==> config.mk <==
export PLATFORM = sky130hd
export DESIGN_NAME = fetch_pc_ctrl
export DESIGN_NICKNAME = d
export VERILOG_FILES = /design/src/rtl/fetch_pc_ctrl.sv
export SDC_FILE = /design/constraint.sdc
export NUM_CORES = 1
export LEC_CHECK = 0
export CORE_AREA = 3 3 157 128
export DETAILED_ROUTE_END_ITERATION = 6
export DIE_AREA = 0 0 160 131
export GPL_ROUTABILITY_DRIVEN = 0
export MAX_ROUTING_LAYER = met4
export PLACE_DENSITY = 0.77
export SETUP_SLACK_MARGIN = 0.2
export SYNTH_ARGS = -nofsm -noshare
export SYNTH_HDL_FRONTEND = slang
export SYNTH_SLANG_ARGS = --single-unit
==> constraint.sdc <==
create_clock -name clk -period 4.76 [get_ports clk]
set_clock_uncertainty 0.05 [all_clocks]
set_input_delay 1.19 -clock clk [delete_from_list [all_inputs] [get_ports clk]]
set_output_delay 1.19 -clock clk [all_outputs]
set_load 0.05 [all_outputs]
==> src/rtl/fetch_pc_ctrl.sv <==
// fetch_pc_ctrl: fetch-stage next-PC selection, PC register and F/D pipeline
// register. Decode-stage corrections (mispredicted taken, unpredicted branch,
// unpredicted jump) redirect fetch and squash the wrongly fetched instruction.
// Optional build macro FETCH_PC_STATS_EN adds three wrapping event counters
// (StatHits, StatMispred, StatJumpMiss) and their output ports.
module fetch_pc_ctrl #(
    parameter logic [31:0] RESET_PC  = 32'h0000_0000,
    parameter logic [31:0] NOP_INSTR = 32'h0000_0000
) (
    input  logic        clk,
    input  logic        reset,
    input  logic        StallF,
    input  logic        StallD,
    input  logic        FlushD,
    input  logic [3:0]  PCControls,
    input  logic [31:0] PCCache,
    input  logic [31:0] PCBranchD,
    input  logic [31:0] PCJumpD,
    input  logic [31:0] InstrF,
    output logic [31:0] PCF,
    output logic [31:0] PCPlus4F,
    output logic [31:0] InstrD,
    output logic [31:0] PCD,
    output logic [31:0] PCPlus4D,
    output logic        HitD,
    output logic        ValidD,
    output logic        RedirectD
`ifdef FETCH_PC_STATS_EN
    ,
    output logic [31:0] StatHits,
    output logic [31:0] StatMispred,
    output logic [31:0] StatJumpMiss
`endif
);

    logic        corr_ok;
    logic        c3, c2, c1;
    logic        hit_f;
    logic        capture_d;
    logic [31:0] pc_next;

    // A correction only counts when D holds a real instruction that is moving on.
    assign corr_ok   = ValidD & ~StallD;
    assign c3        = corr_ok & PCControls[3];
    assign c2        = corr_ok & PCControls[2];
    assign c1        = corr_ok & PCControls[1];
    assign hit_f     = PCControls[0];
    assign RedirectD = c3 | c2 | c1;
    assign PCPlus4F  = PCF + 32'd4;
    assign capture_d = ~RedirectD & ~FlushD & ~StallD;

    // Next-PC priority: decode corrections first, then predictor hit, then sequential.
    always_comb begin
        pc_next = PCPlus4F;
        if (c3)
            pc_next = PCPlus4D;
        else if (c2)
            pc_next = PCBranchD;
        else if (c1)
            pc_next = PCJumpD;
        else if (hit_f)
            pc_next = PCCache;
    end

    // PC register; a redirect must land even while fetch is stalled.
    always_ff @(posedge clk or posedge reset) begin
        if (reset)
            PCF <= RESET_PC;
        else if (RedirectD || !StallF)
            PCF <= pc_next;
    end

    // F/D register; squashed slots carry HitD=0 so the predictor never trains on a bubble.
    always_ff @(posedge clk or posedge reset) begin
        if (reset) begin
            InstrD   <= NOP_INSTR;
            PCD      <= 32'd0;
            PCPlus4D <= 32'd0;
            HitD     <= 1'b0;
            ValidD   <= 1'b0;
        end else if (RedirectD || FlushD) begin
            InstrD   <= NOP_INSTR;
            PCD      <= 32'd0;
            PCPlus4D <= 32'd0;
            HitD     <= 1'b0;
            ValidD   <= 1'b0;
        end else if (!StallD) begin
            InstrD   <= InstrF;
            PCD      <= PCF;
            PCPlus4D <= PCPlus4F;
            HitD     <= hit_f;
            ValidD   <= 1'b1;
        end
    end

`ifdef FETCH_PC_STATS_EN
    // Event counters: predictor hits captured into D, taken mispredicts, missed jumps.
    always_ff @(posedge clk or posedge reset) begin
        if (reset) begin
            StatHits     <= 32'd0;
            StatMispred  <= 32'd0;
            StatJumpMiss <= 32'd0;
        end else begin
            if (capture_d && hit_f)
                StatHits <= StatHits + 32'd1;
            if (c3 || c2)
                StatMispred <= StatMispred + 32'd1;
            if (c1)
                StatJumpMiss <= StatJumpMiss + 32'd1;
        end
    end
`endif

endmodule

Yosys cells after proc, flatten, opt, wreduce, memory -nomap -nowiden
Cells that the tools add are included.
Storage, ports and cells
  bits in registers: 130
  bits in latches: 0
  RAM bits: 0
  ROM bits: 0
  input bits: 137
  output and inout port bits: 163
  word-level logic and storage cells: 32
  memories kept: 0
Operators by class
  add/sub/neg operators: 1
  multiply operators: 0
  div/mod/pow operators: 0
  order comparisons: 0
  eq/ne operators: 1
  shift operators: 0
  mux-type cells: 14
  bitwise operators: 7
  reductions and logical operators: 3
Operators by type and width (number)
  $mux W32: 10
  $add A32 B3 Y32 const B: 1
  $and A1 B1 Y1: 4
  $mux W1: 4
  $logic_or A1 B1 Y1: 2
  $ne A2 B1 Y1 const B: 1
  $or A1 B1 Y1: 2
  $logic_not A1 Y1: 1
  $not A1 Y1: 1

Depth between registers and ports, before layout
Gate-level depths: netlist of run 1.
  depth in word-level cells: 7
  mapped depth: 9

Worst setup path before layout of run 1
OpenSTA, ideal clock, no wires.
  path kind: register -> output
  start point: register PCF[2]
  end point: output PCPlus4F[24]
  data arrival time: 2955 ps
  data required time: 3520 ps
  path slack: 565 ps
  cell stages (with the launch flop): 7
  buffers on the path: 1
  cell sequence: dfrtp_1 > ha_1 > nand3_2 > or4_4 > buf_6 > nor4_4 > xor2_1
On the way
  word-level cells in the longest chain between the ends: 1
Ends and longest elaborated chain
  start, declared: RTL line 20  | output logic [31:0] PCF,
  start signal, assigned: RTL line 70  | PCF <= pc_next;
  $add A32 B3 Y32: RTL line 49  | assign PCPlus4F = PCF + 32'd4;
  end, declared: RTL line 21  | output logic [31:0] PCPlus4F,
Every way passes these cells.

Final worst setup path of run 1
  start point: register PCF[2]
  end point: output PCPlus4F[26]
The elaborated chain is that of the path after synthesis.

==> summary.txt, run 1 <==
Finish
  • Syn-to-layout area delta: 50.9%
  • Layout Nets: 1221
  • Final cell count without fillers: 1352
  • Area of the multi-input gates: 3810 µm²
  • Sequential standard cell area: 3200 µm²
  • Share of cells above drive strength 1: 7.59%
  • Commonest cells after routing, fill and taps aside: clkdlybuf4s50_1 (287), dfrtp_1 (128), nor2_1 (110), mux2i_1 (82), nand2_1 (61)
  • Most common cell after layout, fill and taps aside: clkdlybuf4s50_1
  • Antenna fix cells: 0
  • Fill cells: 1675

Synthesis
  • Yosys synthesis warning count: 0
  • Net Count, Synth: 946
  • Post-synthesis async set-or-reset flop share: 100%
  • Mapped Cells: 808
  • Cell Area, Synth: 7430 µm²
  • Seq/Total Area, Yosys: 43.1%
  • FF+latch count, synth: 128
  • Post-synthesis area per instance: 9.20 µm²
  • Netlist cell types: 68
  • Top_reg_cell synth: dfrtp_1
  • Post-synth EDFFs: 0

Floorplanning
  • Die Area: 21000 µm²
  • Ports: 300
  • Die Width: 160 µm
  • Starting Density: 39.5%
  • # rows: 45
  • Area of the core: 18800 µm²
  • Overall die height: 131 µm

Routing
  • Vias: 7699
  • Post-route ant nets: 0
  • DRT met1 WL: 12.7 mm
  • TritonRoute pass-1 iters: 5
  • Met3 Wirelength: 2.83 mm
  • Initial DRC Count: 726
  • Wirelength per Cell: 22.1 µm
  • DRC Markers: 0
  • Drt total wl: 29.9 mm
  • DR WL met2: 14.0 mm
  • Vias per std cell: 5.69
  • Max Used Layer: met4

Global route
  • Largest net degree at the start of global routing: 129
  • Grt ovf: 0
  • Number of global-route vias before repair: 7483
  • Initial antenna violation count: 0
  • First-pass GRT wire length: 44.4 mm
  • Gr usage total: 28.7%

Placement
  • Pre-CTS WS: 0.472 ns
  • Hpwl dp: 21.7 mm
  • Post-Place Cells: 1322
  • Port Buf Inserts: 299

Worst setup path
  • Worst Path Buf+Inv: 1
  • CP max stage delay: 0.70 ns
  • Startpoint Class: register
  • Crit-path cells: ha_1 -> nand3_2 -> or4_4 -> nor4_4 -> xnor2_1 -> dlygate4sd2_1
  • Reg2reg start: ValidD
  • Worst path required time: 3.52 ns
  • WP data arrival: 3.22 ns
  • CP Capture Type: output pin
  • Critical path's top delay family: simple AND/OR/NAND/NOR gates
  • Worst path slowest cell: or4_4
  • Critical path type: register to output pin
  • CP Max Fanout: 8
  • Worst Setup SP: PCF[2]

Power and ir drop
  • Total power: 0.00442 W
  • Power density over the cells: 395 nW/µm²
  • VDD IR max: 0.218 mV
  • LEAKAGE: 4.87 nW

STA
  • Setup TNS: 0 ns
  • Final WS setup: 0.304 ns
  • Max_slew headroom: 29.7%
  • Max Slew Vio Count: 0
  • Fin crit share: 93.6%
  • Hold Vio Cnt, Final: 0
  • Fin crit period: 4.46 ns
  • Fin Hold WS: 0.467 ns
  • Worst Tran Pin Value: 1.05 ns
  • RSZ-0062 raised after global routing: false
  • Final setup viols: 0
  • Fmax: 0.224 GHz

CTS
  • Clock slew at reported path FFs: 0.06 ns
  • Clock Latency Late Sink: 0.43 ns
  • CTS Sinks: 128
  • CTS tree: built
  • Total CTS buffers: 17
  • CTS root buf: clkbuf_16
  • H-tree levels: 4
  • Max Buffers Root-to-Sink: 2

Run status
  • Status: finished, final reports clean

Run
  • Max cap viols: 0

Min path
  • Hold WC Path Type: register to register
  • Min-delay src: InstrD[1]
## synthesized netlist by cell type (all sizes together) (7+ instances only)
cell | number | area share [%]
o21ai | 46 | 3.1
o21a | 9 | 0.91
nor3 | 12 | 0.81
clkbuf | 47 | 2.6
nor2b | 8 | 0.67
nand2b | 14 | 1.2
inv | 23 | 1.2
a22oi | 13 | 1.3
nor4 | 12 | 1.8
mux2i | 82 | 11
nand4 | 8 | 0.76
o221ai | 7 | 0.83
a22o | 7 | 0.83
o211ai | 7 | 0.71
xor2 | 9 | 1.1
a21oi | 35 | 2.4
nand3 | 28 | 2.0
nand2 | 61 | 3.1
o22ai | 8 | 0.67
a211oi | 8 | 0.81
xnor2 | 15 | 1.8
buf | 21 | 1.9
a31oi | 7 | 0.59
dfrtp | 128 | 43
nor2 | 111 | 5.6
## registers in the layout, indices dropped and copies added (netlist names)
| register | cells |
|---|---|
| PCD | 32 |
| PCPlus4D | 30 |
| InstrD | 32 |
| HitD | 1 |
| ValidD | 1 |
| PCF | 32 |
## report_power, final
group,switching (W),internal [W]
Sequential,0.000173,0.00121
Clock,0.000511,0.000788
Combinational,0.00113,0.000613
Total,0.00182,0.00261
## worst min-delay path: cells and delay by family (launching register included)
family | cells | cell delay, ns
mux | 1 | 0.07
flops | 1 | 0.34
simple gates | 1 | 0.08
## through the flow
stage | instance area [µm²] | util (%)
finish | 11200 | 59.6
global route | 11200 | 59.6
CTS | 11200 | 59.6
detailed placement | 10600 | 56.6
global placement | 10600 | 56.6
floorplan | 7430 | -
## cells by family (layout without fill, tap and decap cells)
kind of cell    Yosys count  count (layout)  synth area share (%)
fa+ha+maj                 1               1                 0.168
xor+xnor                 24              24                  2.83
buf+inv                  91             377                  5.69
compound gates          195             195                  17.8
simple gates            285             285                  19.0
mux                      84              84                  11.4
flops                   128             128                  43.1
## layout make-up
cell class	count	share of cell area, %
Multi-Input combinational cell	589	34.0
Timing Repair Buffer	324	28.6
Sequential cell	128	28.6
Clock buffer	19	4.04
Tap cell	258	2.88
Clock inverter	11	1.04
Inverter	23	0.804
## worst paths after layout
check,to,slack [ns],cells past startpoint
min,InstrD[1],0.47,2
max in group asynchronous,PCD[23],2.84,3
min reg2reg,InstrD[1],0.47,2
min in group asynchronous,PCPlus4D[5],1.27,3
max,PCPlus4F[26],0.30,6
max reg2reg,PCF[21],1.94,6
## per-layer routing
layer  vias to the layer above  global-route usage [%]
met5                         -                       -
li1                       3440                       -
met2                       456                    45.9
met1                      3747                    36.8
met4                         0                    6.94
met3                        56                    7.60
## repair_timing
item	CTS	global route
setup endpoints to repair	4	5
hold endpoints to repair	0	0
hold buffers	0	0
resized for setup	4	6
setup buffers	0	0
No activity file was read; power rests on OpenSTA's default activity.
==> inputs of run 2 (changes only) <==
SKIP_LAST_GASP = 1   (was unset)
==> results of run 2 <==
No change in the layout: final DEF, timing and power equal those of run 1.
